<file path="config.mk">
export PLATFORM = sky130hd
export DESIGN_NAME = digit_scan_rotator
export DESIGN_NICKNAME = d
export VERILOG_FILES = /design/src/rtl/digit_scan_rotator.sv
export SDC_FILE = /design/constraint.sdc
export NUM_CORES = 1
export LEC_CHECK = 0
export BUFFER_PORTS_ARGS = -buffer_cell sky130_fd_sc_hd__buf_2
export CAP_MARGIN = 20
export CORE_MARGIN = 10
export CORE_UTILIZATION = 55
export CTS_BUF_LIST = sky130_fd_sc_hd__clkbuf_16
export CTS_CLUSTER_DIAMETER = 60
export DETAILED_ROUTE_END_ITERATION = 10
export PLACE_DENSITY = 0.76
export SLEW_MARGIN = 15
export SYNTH_ARGS = -nofsm -noshare
export SYNTH_HDL_FRONTEND = slang
export SYNTH_SLANG_ARGS = --single-unit
</file>
<file path="constraint.sdc">
create_clock -name clk -period 8.2 [get_ports clk]
set_input_delay 1.64 -clock clk [delete_from_list [all_inputs] [get_ports clk]]
set_output_delay 1.64 -clock clk [all_outputs]
set_load 0.05 [all_outputs]
</file>
<file path="src/rtl/digit_scan_rotator.sv">
// Multiplexed-display digit scanner: drives one select line per dwell period,
// optionally blanks all selects between digits, and rotates through enabled digits.
module digit_scan_rotator #(
   parameter int NUM_DIGITS   = 8,
   parameter int DWELL_CYCLES = 100000,
   parameter int BLANK_CYCLES = 1000,
   parameter bit ACTIVE_LOW   = 1'b1
) (
   input  logic                          clk,
   input  logic                          reset,
   input  logic                          enable,
   input  logic                          dir,
   input  logic [NUM_DIGITS-1:0]         digit_mask,
   output logic [NUM_DIGITS-1:0]         sel_out,
   output logic [$clog2(NUM_DIGITS)-1:0] digit_idx,
   output logic                          blank,
   output logic                          scan_tick,
   output logic                          frame_done
);

   localparam int IDX_W   = $clog2(NUM_DIGITS);
   localparam int MAX_CYC = (DWELL_CYCLES > BLANK_CYCLES) ? DWELL_CYCLES : BLANK_CYCLES;
   localparam int CNT_W   = (MAX_CYC > 1) ? $clog2(MAX_CYC) : 1;

   localparam logic [CNT_W-1:0] DWELL_LAST = CNT_W'(DWELL_CYCLES - 1);
   localparam logic [CNT_W-1:0] BLANK_LAST = CNT_W'((BLANK_CYCLES > 0) ? BLANK_CYCLES - 1 : 0);
   localparam logic [IDX_W-1:0] LAST_POS   = IDX_W'(NUM_DIGITS - 1);

   typedef enum logic {
      ST_DWELL = 1'b0,
      ST_BLANK = 1'b1
   } state_t;

   state_t            r_state;
   logic [CNT_W-1:0]  r_cnt;
   logic [IDX_W-1:0]  r_pos;
   logic              r_scan_tick;
   logic              r_frame_done;

   state_t            w_state_nxt;
   logic [CNT_W-1:0]  w_cnt_nxt;
   logic              w_adv_req;
   logic              w_found;
   logic              w_wrap;
   logic [IDX_W-1:0]  w_next_pos;
   logic              w_do_adv;
   logic              w_active;
   logic [NUM_DIGITS-1:0] w_onehot;

   // State register: the only process that holds state.
   always_ff @(posedge clk) begin
      // NOTE: sequential state uses non-blocking assignments so every register
      // samples the pre-edge values regardless of statement order.
      if (reset) begin
         r_state      <= ST_DWELL;
         r_cnt        <= '0;
         r_pos        <= LAST_POS;
         r_scan_tick  <= 1'b0;
         r_frame_done <= 1'b0;
      end else begin
         r_state      <= w_state_nxt;
         r_cnt        <= w_cnt_nxt;
         if (w_do_adv) begin
            r_pos <= w_next_pos;
         end
         r_scan_tick  <= w_do_adv;
         r_frame_done <= w_do_adv & w_wrap;
      end
   end

   // Next-state logic; everything holds while enable is low.
   always_comb begin
      // NOTE: every combinational output gets a default first, so no path
      // leaves a signal unassigned and no latch is inferred.
      w_state_nxt = r_state;
      w_cnt_nxt   = r_cnt;
      w_adv_req   = 1'b0;
      if (enable) begin
         unique case (r_state)
            ST_DWELL: begin
               if (r_cnt == DWELL_LAST) begin
                  w_cnt_nxt = '0;
                  if (BLANK_CYCLES > 0) begin
                     w_state_nxt = ST_BLANK;
                  end else begin
                     w_adv_req = 1'b1;
                  end
               end else begin
                  w_cnt_nxt = r_cnt + CNT_W'(1);
               end
            end
            ST_BLANK: begin
               if (r_cnt == BLANK_LAST) begin
                  w_cnt_nxt   = '0;
                  w_state_nxt = ST_DWELL;
                  w_adv_req   = 1'b1;
               end else begin
                  w_cnt_nxt = r_cnt + CNT_W'(1);
               end
            end
            default: begin
               w_state_nxt = ST_DWELL;
               w_cnt_nxt   = '0;
            end
         endcase
      end
   end

   // Next enabled digit, walking away from r_pos; offset NUM_DIGITS lands back
   // on r_pos, so the current digit is chosen only when it is the sole one set.
   always_comb begin : p_search
      int v_raw;
      int v_idx;
      w_found    = 1'b0;
      w_wrap     = 1'b0;
      w_next_pos = r_pos;
      v_raw      = 0;
      v_idx      = 0;
      for (int k = 1; k <= NUM_DIGITS; k++) begin
         v_raw = dir ? (int'(r_pos) + k) : (int'(r_pos) - k);
         if (v_raw < 0) begin
            v_idx = v_raw + NUM_DIGITS;
         end else if (v_raw >= NUM_DIGITS) begin
            v_idx = v_raw - NUM_DIGITS;
         end else begin
            v_idx = v_raw;
         end
         if (!w_found && digit_mask[v_idx[IDX_W-1:0]]) begin
            w_found    = 1'b1;
            w_next_pos = v_idx[IDX_W-1:0];
            w_wrap     = (v_raw < 0) || (v_raw >= NUM_DIGITS);
         end
      end
   end

   assign w_do_adv = w_adv_req & w_found;

   // Output decode uses the live mask so a digit disabled mid-dwell goes dark at once.
   always_comb begin
      w_onehot = '0;
      w_active = (r_state == ST_DWELL) && digit_mask[r_pos];
      if (w_active) begin
         w_onehot[r_pos] = 1'b1;
      end
      sel_out    = ACTIVE_LOW ? ~w_onehot : w_onehot;
      blank      = ~w_active;
      digit_idx  = r_pos;
      scan_tick  = r_scan_tick;
      frame_done = r_frame_done;
   end

endmodule

</file>
==> results of run 1 <==
layout make-up:
| type | count | area (um2) | area share [%] |
|---|---|---|---|
| Timing Repair Buffer | 26 | 133 | 5.64 |
| Multi-Input combinational cell | 220 | 1600 | 68.0 |
| Tap cell | 48 | 60.1 | 2.55 |
| Clock inverter | 1 | 5.00 | 0.213 |
| Clock buffer | 3 | 75.1 | 3.19 |
| Inverter | 5 | 18.8 | 0.797 |
| Sequential cell | 23 | 460 | 19.6 |
stage by stage:
step / utilization [%] / hold slack, ns / setup slack (ns) / area (um2)
floorplan: - / 0.456 / 3.39 / 2150
global placement: 61.2 / 0.478 / 3.41 / 2270
detailed placement: 61.2 / 0.487 / 3.36 / 2270
CTS: 63.3 / 0.493 / 3.35 / 2350
global route: 63.3 / 0.537 / 3.24 / 2350
finish: 63.3 / 0.490 / 3.35 / 2350
registers in the layout, indices dropped and copies added (netlist names):
signal,cells
digit_idx,3
r_state,1
r_cnt,17
frame_done,1
scan_tick,1
worst paths after layout:
check	end	slack (ns)	cells after the start
setup reg to reg	digit_idx[0]	4.75	10
setup / recovery	sel_out[3]	3.35	7
hold / removal	r_cnt[1]	0.49	2
hold reg to reg	r_cnt[1]	0.49	2
power by group:
| group | switching [uW] | internal [uW] | leakage (uW) |
|---|---|---|---|
| Combinational | 30.1 | 20.2 | 0.000767 |
| Clock | 38.7 | 65.5 | 0.0000409 |
| Sequential | 0.672 | 112 | 0.000186 |
worst register-to-register path, cell delays in order, from the launching register on:
cell and delay, ns:
sky130_fd_sc_hd__dfxtp_1 0.57, sky130_fd_sc_hd__inv_2 0.20, sky130_fd_sc_hd__ha_1 0.37, sky130_fd_sc_hd__xor2_1 0.36
sky130_fd_sc_hd__mux4_1 0.72, sky130_fd_sc_hd__inv_1 0.21, sky130_fd_sc_hd__a211oi_4 0.10, sky130_fd_sc_hd__a21oi_1 0.36
sky130_fd_sc_hd__nand3_1 0.17, sky130_fd_sc_hd__xnor2_1 0.20, sky130_fd_sc_hd__nand2b_1 0.08
logic make-up after synthesis:
family	Yosys count	share of synthesized area, %
AO/OA/AOI/OAI	49	15.4
XOR/XNOR	19	8.10
adder cells (fa/ha/maj)	11	6.41
buffers and inverters	13	3.96
flip-flops	23	21.4
multiplexers	30	19.4
AND/OR/NAND/NOR	111	25.2
layer usage:
layer	track usage, %	vias up
met1	18.4	918
li1	-	992
met3	1.94	7
met4	4.59	0
met5	0	-
met2	28.1	67
cells in the mapped netlist (all sizes together) (4+ instances only):
cell	number
mux4	7
a21oi	14
nand4	7
nand2b	4
nand3	10
inv	5
dfxtp	23
clkbuf	5
and3	5
xnor2	8
o21ai	10
ha	11
nand2	37
mux2	8
xor2	11
mux2i	15
nor3	5
a21o	5
nor2	27
==> tab_implementation.tex, run 1 <==
\begin{tabular}{lr}
\hline
Metric & Value \\
\hline
\multicolumn{2}{l}{\textbf{Floorplan}} \\
Die Wd & approximately 82 um \\
Starting density of the core & between 50\% and 60\% \\
Area of the placeable core & about 3700 um2 \\
Die Outline Area & between 6000 and 7000 um2 \\
I/O pin cnt & 26 \\
Die extent in y & roughly 82 um \\
Number of placement rows & 22 \\
\multicolumn{2}{l}{\textbf{Drt}} \\
Total length of routed wires & 5030 um \\
Final routed wire length divided by cell count & roughly 15 um \\
DR vias & between 1500 and 2000 \\
Detail Route met3 WL & between 300 and 400 um \\
Via-to-Cell Ratio & 6.09 \\
Pre-antenna DRT Iters & 4 \\
DRC violation count after routing & 0 \\
Highest routed layer & met4 \\
Detailed Route Iter0 Violations & between 100 and 150 \\
Post-DRT Antenna Nets & 0 \\
Wire length on met2 & roughly 2500 um \\
DRT met1 WL & $\sim$2100 um \\
\multicolumn{2}{l}{\textbf{Timing}} \\
Measured slew at the worst slew-check pin & 0.760 ns \\
Minimum clock period & $\sim$4.9 ns \\
Tcrit/Tclk final & 59.2\% \\
Final hold violations & 0 \\
Clk\_skew & between 0.003 and 0.004 ns \\
Slew headroom & just under 50\% \\
\# setup viols final & 0 \\
Setup repair after global routing missed its margin & false \\
Final-report max-slew violation count & 0 \\
Setup TNS & 0 ns \\
Achievable clock frequency & slightly above 0.2 GHz \\
\multicolumn{2}{l}{\textbf{Clocking}} \\
Root buffer selected by CTS & sky130\_fd\_sc\_hd\_\_clkbuf\_16 \\
Clock tree from TritonCTS & yes \\
Count of H-tree levels built during CTS & 1 \\
Hold-fix buffers at CTS & 0 \\
Number of post-CTS setup repair buffers & 0 \\
Clock slew at the register clock pins of the worst setup and hold paths & 0.06 ns \\
Post-CTS Resized & 0 \\
Skew-Pair Late Insertion Delay & 0.25 ns \\
Number of sinks handled by clock tree synthesis & 23 \\
Maximum clock insertion buffer count & 2 \\
Number of buffers inserted during clock tree synthesis & 3 \\
\multicolumn{2}{l}{\textbf{Synthesis}} \\
Commonest register cell after synthesis & sky130\_fd\_sc\_hd\_\_dfxtp\_1 \\
Number of warning messages in the yosys log & 0 \\
Yosys reg bits & 23 \\
Number of enable-type register cells in the synthesized netlist & 0 \\
Number of instances in the synthesized netlist & $\sim$260 \\
Async S/R FF share, synth & 0\% \\
Post-synth top area cell & sky130\_fd\_sc\_hd\_\_dfxtp\_1 \\
Post-synth top area share & a little over a fifth \\
Sequential element share of the synthesized area & a little over a fifth \\
Mean instance size in the synthesized netlist & 8.39 um2 \\
Number of nets in the synthesized netlist & 279 \\
Post-synthesis instance area & about 2100 um2 \\
Cells taking the most area after synthesis & sky130\_fd\_sc\_hd\_\_dfxtp\_1 21\%, sky130\_fd\_sc\_hd\_\_mux2i\_1 6.5\%, sky130\_fd\_sc\_hd\_\_nand2\_1 6.5\% \\
Distinct cell type count of the synthesized netlist & between 50 and 60 \\
\multicolumn{2}{l}{\textbf{Run}} \\
Reported max-cap violation count & 0 \\
\multicolumn{2}{l}{\textbf{Setup path}} \\
Bufs and invs on worst path & 2 \\
Data arrival at the endpoint of the critical path & roughly 3.2 ns \\
Cell family contributing the most delay on the critical path & multiplexers \\
Cell with the largest stage delay on the worst path & sky130\_fd\_sc\_hd\_\_mux4\_2 \\
Crit path capture type & output pin \\
Biggest cell delay along the critical path & about 0.53 ns \\
Most frequent CP cell & sky130\_fd\_sc\_hd\_\_buf\_2 \\
Reg-to-reg critical path startpoint & digit\_idx[1] \\
Launching instance or port of the critical path & digit\_mask[5] \\
CP cell instances & buf\_2 -> mux2i\_1 -> mux4\_2 -> or2\_2 -> nor2\_1 -> nand2\_1 -> buf\_2 \\
Critical path start-end classification & primary input to output pin \\
Critical Path RT & 6.56 ns \\
Critical Path Start Type & primary input \\
Biggest fanout along the worst timing path & 4 \\
\multicolumn{2}{l}{\textbf{Final layout}} \\
Top library cells by usage in the layout, fill and taps aside & 37 x sky130\_fd\_sc\_hd\_\_nand2\_1, 27 x sky130\_fd\_sc\_hd\_\_nor2\_1, 25 x sky130\_fd\_sc\_hd\_\_buf\_2, 23 x sky130\_fd\_sc\_hd\_\_dfxtp\_1 \\
Ant. Diodes & 0 \\
Fraction of final layout cells sized beyond drive strength 1 & between 10\% and 20\% \\
Finished Layout Cells & 326 \\
Post-layout net count & between 300 and 400 \\
Total of fill cells in the finished design & 341 \\
Most common library cell in the layout ignoring fill and taps & sky130\_fd\_sc\_hd\_\_nand2\_1 \\
Area growth from synthesis to layout & 9.62\% \\
\multicolumn{2}{l}{\textbf{GRT}} \\
Global route total overflow & 0 \\
Number of antenna violations at the first check in global routing & 0 \\
Largest net degree at the start of global routing & 25 \\
Total Routing Usage GR & between 10\% and 20\% \\
Via count of the first global-routing pass & $\sim$1900 \\
Wire length of the first global-routing pass & approximately 8500 um \\
\multicolumn{2}{l}{\textbf{Min path}} \\
Worst min-delay path class & register to register \\
Hold path start & r\_cnt[1] \\
\multicolumn{2}{l}{\textbf{Power and ir drop}} \\
Final total power & roughly 270 uW \\
Power per standard cell area & 114 nW/um2 \\
IR Drop Worst-Case VDD & between 0.1 and 0.15 mV \\
Leak pwr & a little under 0.001 uW \\
\multicolumn{2}{l}{\textbf{Placed design}} \\
Placed cell count & 322 \\
Port Buffer Count & 25 \\
HPWL Detailed & 3910 um \\
GPL Wtd Cong & roughly 0.86 \\
\multicolumn{2}{l}{\textbf{Run status}} \\
Result of the run & finished clean \\
\hline
\end{tabular}
Note: power is estimated with default switching activity, not from simulation.
==> run 2, diff against run 1 <==
--- a/config.mk
+++ b/config.mk
@@ -5,10 +5,11 @@
 export SDC_FILE = /design/constraint.sdc
 export NUM_CORES = 1
 export LEC_CHECK = 0
+export ABC_AREA = 1
 export BUFFER_PORTS_ARGS = -buffer_cell sky130_fd_sc_hd__buf_2
 export CAP_MARGIN = 20
 export CORE_MARGIN = 10
-export CORE_UTILIZATION = 55
+export CORE_UTILIZATION = 53
 export CTS_BUF_LIST = sky130_fd_sc_hd__clkbuf_16
 export CTS_CLUSTER_DIAMETER = 60
 export DETAILED_ROUTE_END_ITERATION = 10
==> constraint.sdc (replaced) <==
create_clock -name clk -period 4 [get_ports clk]
set_input_delay 0.8 -clock clk [delete_from_list [all_inputs] [get_ports clk]]
set_output_delay 0.8 -clock clk [all_outputs]
set_load 0.05 [all_outputs]
==> run 2 against run 1 <==
Against the previous run: cell count grew 36%; core utilization shrank 1.9 points; wire length grew 8.0%; worst setup slack lost 2.6 ns; synthesized area grew 5.6%; global-route usage shrank 1.4 points; sequential power grew 110%; clock-buffer cell count is the same; non-clock buffer count grew 1; combinational power grew 120%; synthesized cell count grew 44%; hold slack lost 0.0013 ns; highest routed layer unchanged.
==> tab_implementation.tex, run 2 <==
\begin{tabular}{lr}
\hline
Metric & Value \\
\hline
\multicolumn{2}{l}{\textbf{Run status}} \\
Result of the run & finished clean \\
\multicolumn{2}{l}{\textbf{Placed design}} \\
Post-detailed-placement cell area & approximately 2400 um2 \\
Port Buffer Count & 25 \\
GPL Wtd Cong & $\sim$0.92 \\
HPWL Detailed & $\sim$4400 um \\
\multicolumn{2}{l}{\textbf{Synthesis}} \\
Number of enable-type register cells in the synthesized netlist & 0 \\
Post-synth top area cell & sky130\_fd\_sc\_hd\_\_nand2\_1 \\
Sequential element share of the synthesized area & slightly above 20\% \\
Async S/R FF share, synth & 0\% \\
Yosys reg bits & 23 \\
Cells taking the most area after synthesis & sky130\_fd\_sc\_hd\_\_nand2\_1 21\%, sky130\_fd\_sc\_hd\_\_dfxtp\_1 20\%, sky130\_fd\_sc\_hd\_\_nand3\_1 7.7\% \\
Number of nets in the synthesized netlist & just under 400 \\
Distinct cell type count of the synthesized netlist & 37 \\
Number of warning messages in the yosys log & 0 \\
Post-synthesis instance area & around 2300 um2 \\
Top cells by count, synth & 124 x sky130\_fd\_sc\_hd\_\_nand2\_1, 43 x sky130\_fd\_sc\_hd\_\_inv\_1, 36 x sky130\_fd\_sc\_hd\_\_nor2\_1 \\
Post-synth top area share & 20.5\% \\
Most repeated cell in the gate-level netlist after synthesis & sky130\_fd\_sc\_hd\_\_nand2\_1 \\
Number of instances in the synthesized netlist & $\sim$370 \\
Commonest register cell after synthesis & sky130\_fd\_sc\_hd\_\_dfxtp\_1 \\
Mean instance size in the synthesized netlist & $\sim$6.1 um2 \\
\multicolumn{2}{l}{\textbf{Final layout}} \\
Most common library cell in the layout ignoring fill and taps & sky130\_fd\_sc\_hd\_\_nand2\_1 \\
Largest register FFs & 17 \\
Area growth from synthesis to layout & 9.88\% \\
Top library cells by usage in the layout, fill and taps aside & 124 x sky130\_fd\_sc\_hd\_\_nand2\_1, 43 x sky130\_fd\_sc\_hd\_\_inv\_1, 36 x sky130\_fd\_sc\_hd\_\_nor2\_1, 35 x sky130\_fd\_sc\_hd\_\_nand3\_1, 25 x sky130\_fd\_sc\_hd\_\_buf\_2 \\
Biggest register & r\_cnt \\
Post-layout instance area & between 2000 and 2500 um2 \\
Fraction of final layout cells sized beyond drive strength 1 & about 16\% \\
Post-layout util & between 60\% and 70\% \\
Ant. Diodes & 0 \\
Post-layout net count & about 420 \\
\multicolumn{2}{l}{\textbf{Setup path}} \\
CP cell instances & inv\_2 -> nand2\_1 -> nand3\_1 -> nand2\_1 -> inv\_1 -> o21ai\_0 -> nor2\_1 -> inv\_1 -> nor2\_1 -> nand2\_1 -> buf\_2 \\
Critical path start-end classification & register to output pin \\
Cell family contributing the most delay on the critical path & simple AND/OR/NAND/NOR gates \\
Biggest cell delay along the critical path & roughly 0.55 ns \\
Launching instance or port of the critical path & digit\_idx[0] \\
Reg-to-reg critical path startpoint & digit\_idx[0] \\
Crit path capture type & output pin \\
Critical Path RT & around 3.2 ns \\
Worst R2R Setup Slack & approximately 1.2 ns \\
Bufs and invs on worst path & 4 \\
Most frequent CP cell & sky130\_fd\_sc\_hd\_\_nand2\_1 \\
Biggest fanout along the worst timing path & 10 \\
Data arrival at the endpoint of the critical path & around 2.4 ns \\
Critical Path Start Type & register \\
Cell with the largest stage delay on the worst path & sky130\_fd\_sc\_hd\_\_dfxtp\_1 \\
\multicolumn{2}{l}{\textbf{Drt}} \\
Pre-antenna DRT Iters & 5 \\
Final routed wire length divided by cell count & around 12 um \\
Detailed Route Iter0 Violations & between 200 and 250 \\
DRC violation count after routing & 0 \\
Via-to-Cell Ratio & 5.31 \\
Post-DRT Antenna Nets & 0 \\
DR vias & 2352 \\
Total length of routed wires & about 5400 um \\
\multicolumn{2}{l}{\textbf{GRT}} \\
Total Routing Usage GR & between 10\% and 20\% \\
Number of antenna violations at the first check in global routing & 0 \\
Wire length of the first global-routing pass & 8800 um \\
Largest net degree at the start of global routing & 16 \\
Global route total overflow & 0 \\
Via count of the first global-routing pass & 1918 \\
\multicolumn{2}{l}{\textbf{Timing}} \\
Slew headroom & about three fifths \\
Clk\_skew & roughly 0.0055 ns \\
Setup repair after global routing missed its margin & false \\
Measured slew at the worst slew-check pin & about 0.57 ns \\
Hold slack final & 0.488 ns \\
Achievable clock frequency & about 0.31 GHz \\
Final hold violations & 0 \\
Setup TNS & 0 ns \\
Final-report max-slew violation count & 0 \\
Tcrit/Tclk final & about four fifths \\
\# setup viols final & 0 \\
Minimum clock period & between 3 and 4 ns \\
\multicolumn{2}{l}{\textbf{Clocking}} \\
Maximum clock insertion buffer count & 2 \\
Hold-fix buffers at CTS & 0 \\
Root buffer selected by CTS & sky130\_fd\_sc\_hd\_\_clkbuf\_16 \\
Number of buffers inserted during clock tree synthesis & 3 \\
Post-CTS Resized & 0 \\
Number of post-CTS setup repair buffers & 0 \\
Clock tree from TritonCTS & yes \\
Count of H-tree levels built during CTS & 1 \\
Clock slew at the register clock pins of the worst setup and hold paths & around 0.06 ns \\
Number of sinks handled by clock tree synthesis & 23 \\
Skew-Pair Late Insertion Delay & 0.26 ns \\
\multicolumn{2}{l}{\textbf{Floorplan}} \\
Die Wd & around 85 um \\
Starting density of the core & 55.9\% \\
I/O pin cnt & 26 \\
Die Outline Area & roughly 7300 um2 \\
Area of the placeable core & slightly above 4000 um2 \\
Die extent in y & about 85 um \\
Number of placement rows & 23 \\
\multicolumn{2}{l}{\textbf{Power and ir drop}} \\
Power per standard cell area & between 200 and 250 nW/um2 \\
IR Drop Worst-Case VDD & $\sim$0.21 mV \\
Final total power & around 560 uW \\
Leak pwr & $\sim$0.0012 uW \\
\multicolumn{2}{l}{\textbf{Min path}} \\
Hold path start & r\_cnt[1] \\
Worst min-delay path class & register to register \\
\multicolumn{2}{l}{\textbf{Run}} \\
Reported max-cap violation count & 0 \\
\hline
\end{tabular}
## run 2: changes by cell type after synthesis, sizes merged, moves of 6 or more
cell / delta
inv: +42
xnor2: -6
nand2: +101
nor4: +7
mux2i: -15
xor2: -7
nand3: +27
nor2: +13
mux2: -8
mux4: -7
## run 2: final cells by class
type                            count  area (um2)
Tap cell                           50        62.6
Sequential cell                    23         460
Clock buffer                        3        75.1
Timing Repair Buffer               27         140
Inverter                           47         176
Multi-Input combinational cell    292        1570
Clock inverter                      1        5.00
Fill cell                         406        1570
## run 2: worst paths after layout
check / to / depth (start not counted)
worst max-delay path: sel_out[0] / 11
worst max register to register: frame_done / 15
worst min register to register: r_cnt[1] / 2
worst min-delay path: r_cnt[1] / 2
## run 2: cell families (layout without fill, tap and decap cells)
| kind of cell | after synthesis | count (layout) | synth area share [%] |
|---|---|---|---|
| simple gates | 245 | 245 | 52.9 |
| fa+ha+maj | 11 | 11 | 6.07 |
| buf+inv | 54 | 78 | 10.4 |
| flops | 23 | 23 | 20.3 |
| xor+xnor | 6 | 6 | 2.32 |
| compound gates | 30 | 30 | 8.00 |
## run 2: through the flow
step	worst slack [ns]	std cells
after global routing	0.402	443
final	0.757	443
after floorplan	0.565	369
after global placement	0.910	439
after CTS	0.769	443
after detailed placement	0.864	439
## run 2: routing by layer
layer  global-route usage [%]  wire, um  vias up
met5                        0         0        -
met4                     1.95        20        0
met3                     3.44       298        4
met2                     19.3      2190       53
met1                     21.4      2930     1052
li1                         -         -     1243
## run 2: report_power, final
part,leakage [uW],switching (uW),internal [uW]
clock network,0.0000409,82.6,135
logic,0.000973,77.3,35.3
registers,0.000186,1.60,231
## run 2: worst reg2reg max path, cell delays in order (launching register included)
cell	delay [ns]
sky130_fd_sc_hd__dfxtp_1	0.55
sky130_fd_sc_hd__inv_2	0.17
sky130_fd_sc_hd__ha_1	0.35
sky130_fd_sc_hd__inv_1	0.08
sky130_fd_sc_hd__nand2_1	0.07
sky130_fd_sc_hd__nand2_2	0.11
sky130_fd_sc_hd__o21ai_0	0.27
sky130_fd_sc_hd__nand2_1	0.08
sky130_fd_sc_hd__nand2_1	0.15
sky130_fd_sc_hd__nand2_2	0.11
sky130_fd_sc_hd__nor3_2	0.23
sky130_fd_sc_hd__o211ai_1	0.13
sky130_fd_sc_hd__nand2_1	0.09
sky130_fd_sc_hd__nand2_1	0.05
sky130_fd_sc_hd__nor2_1	0.17
sky130_fd_sc_hd__nor2_1	0.06
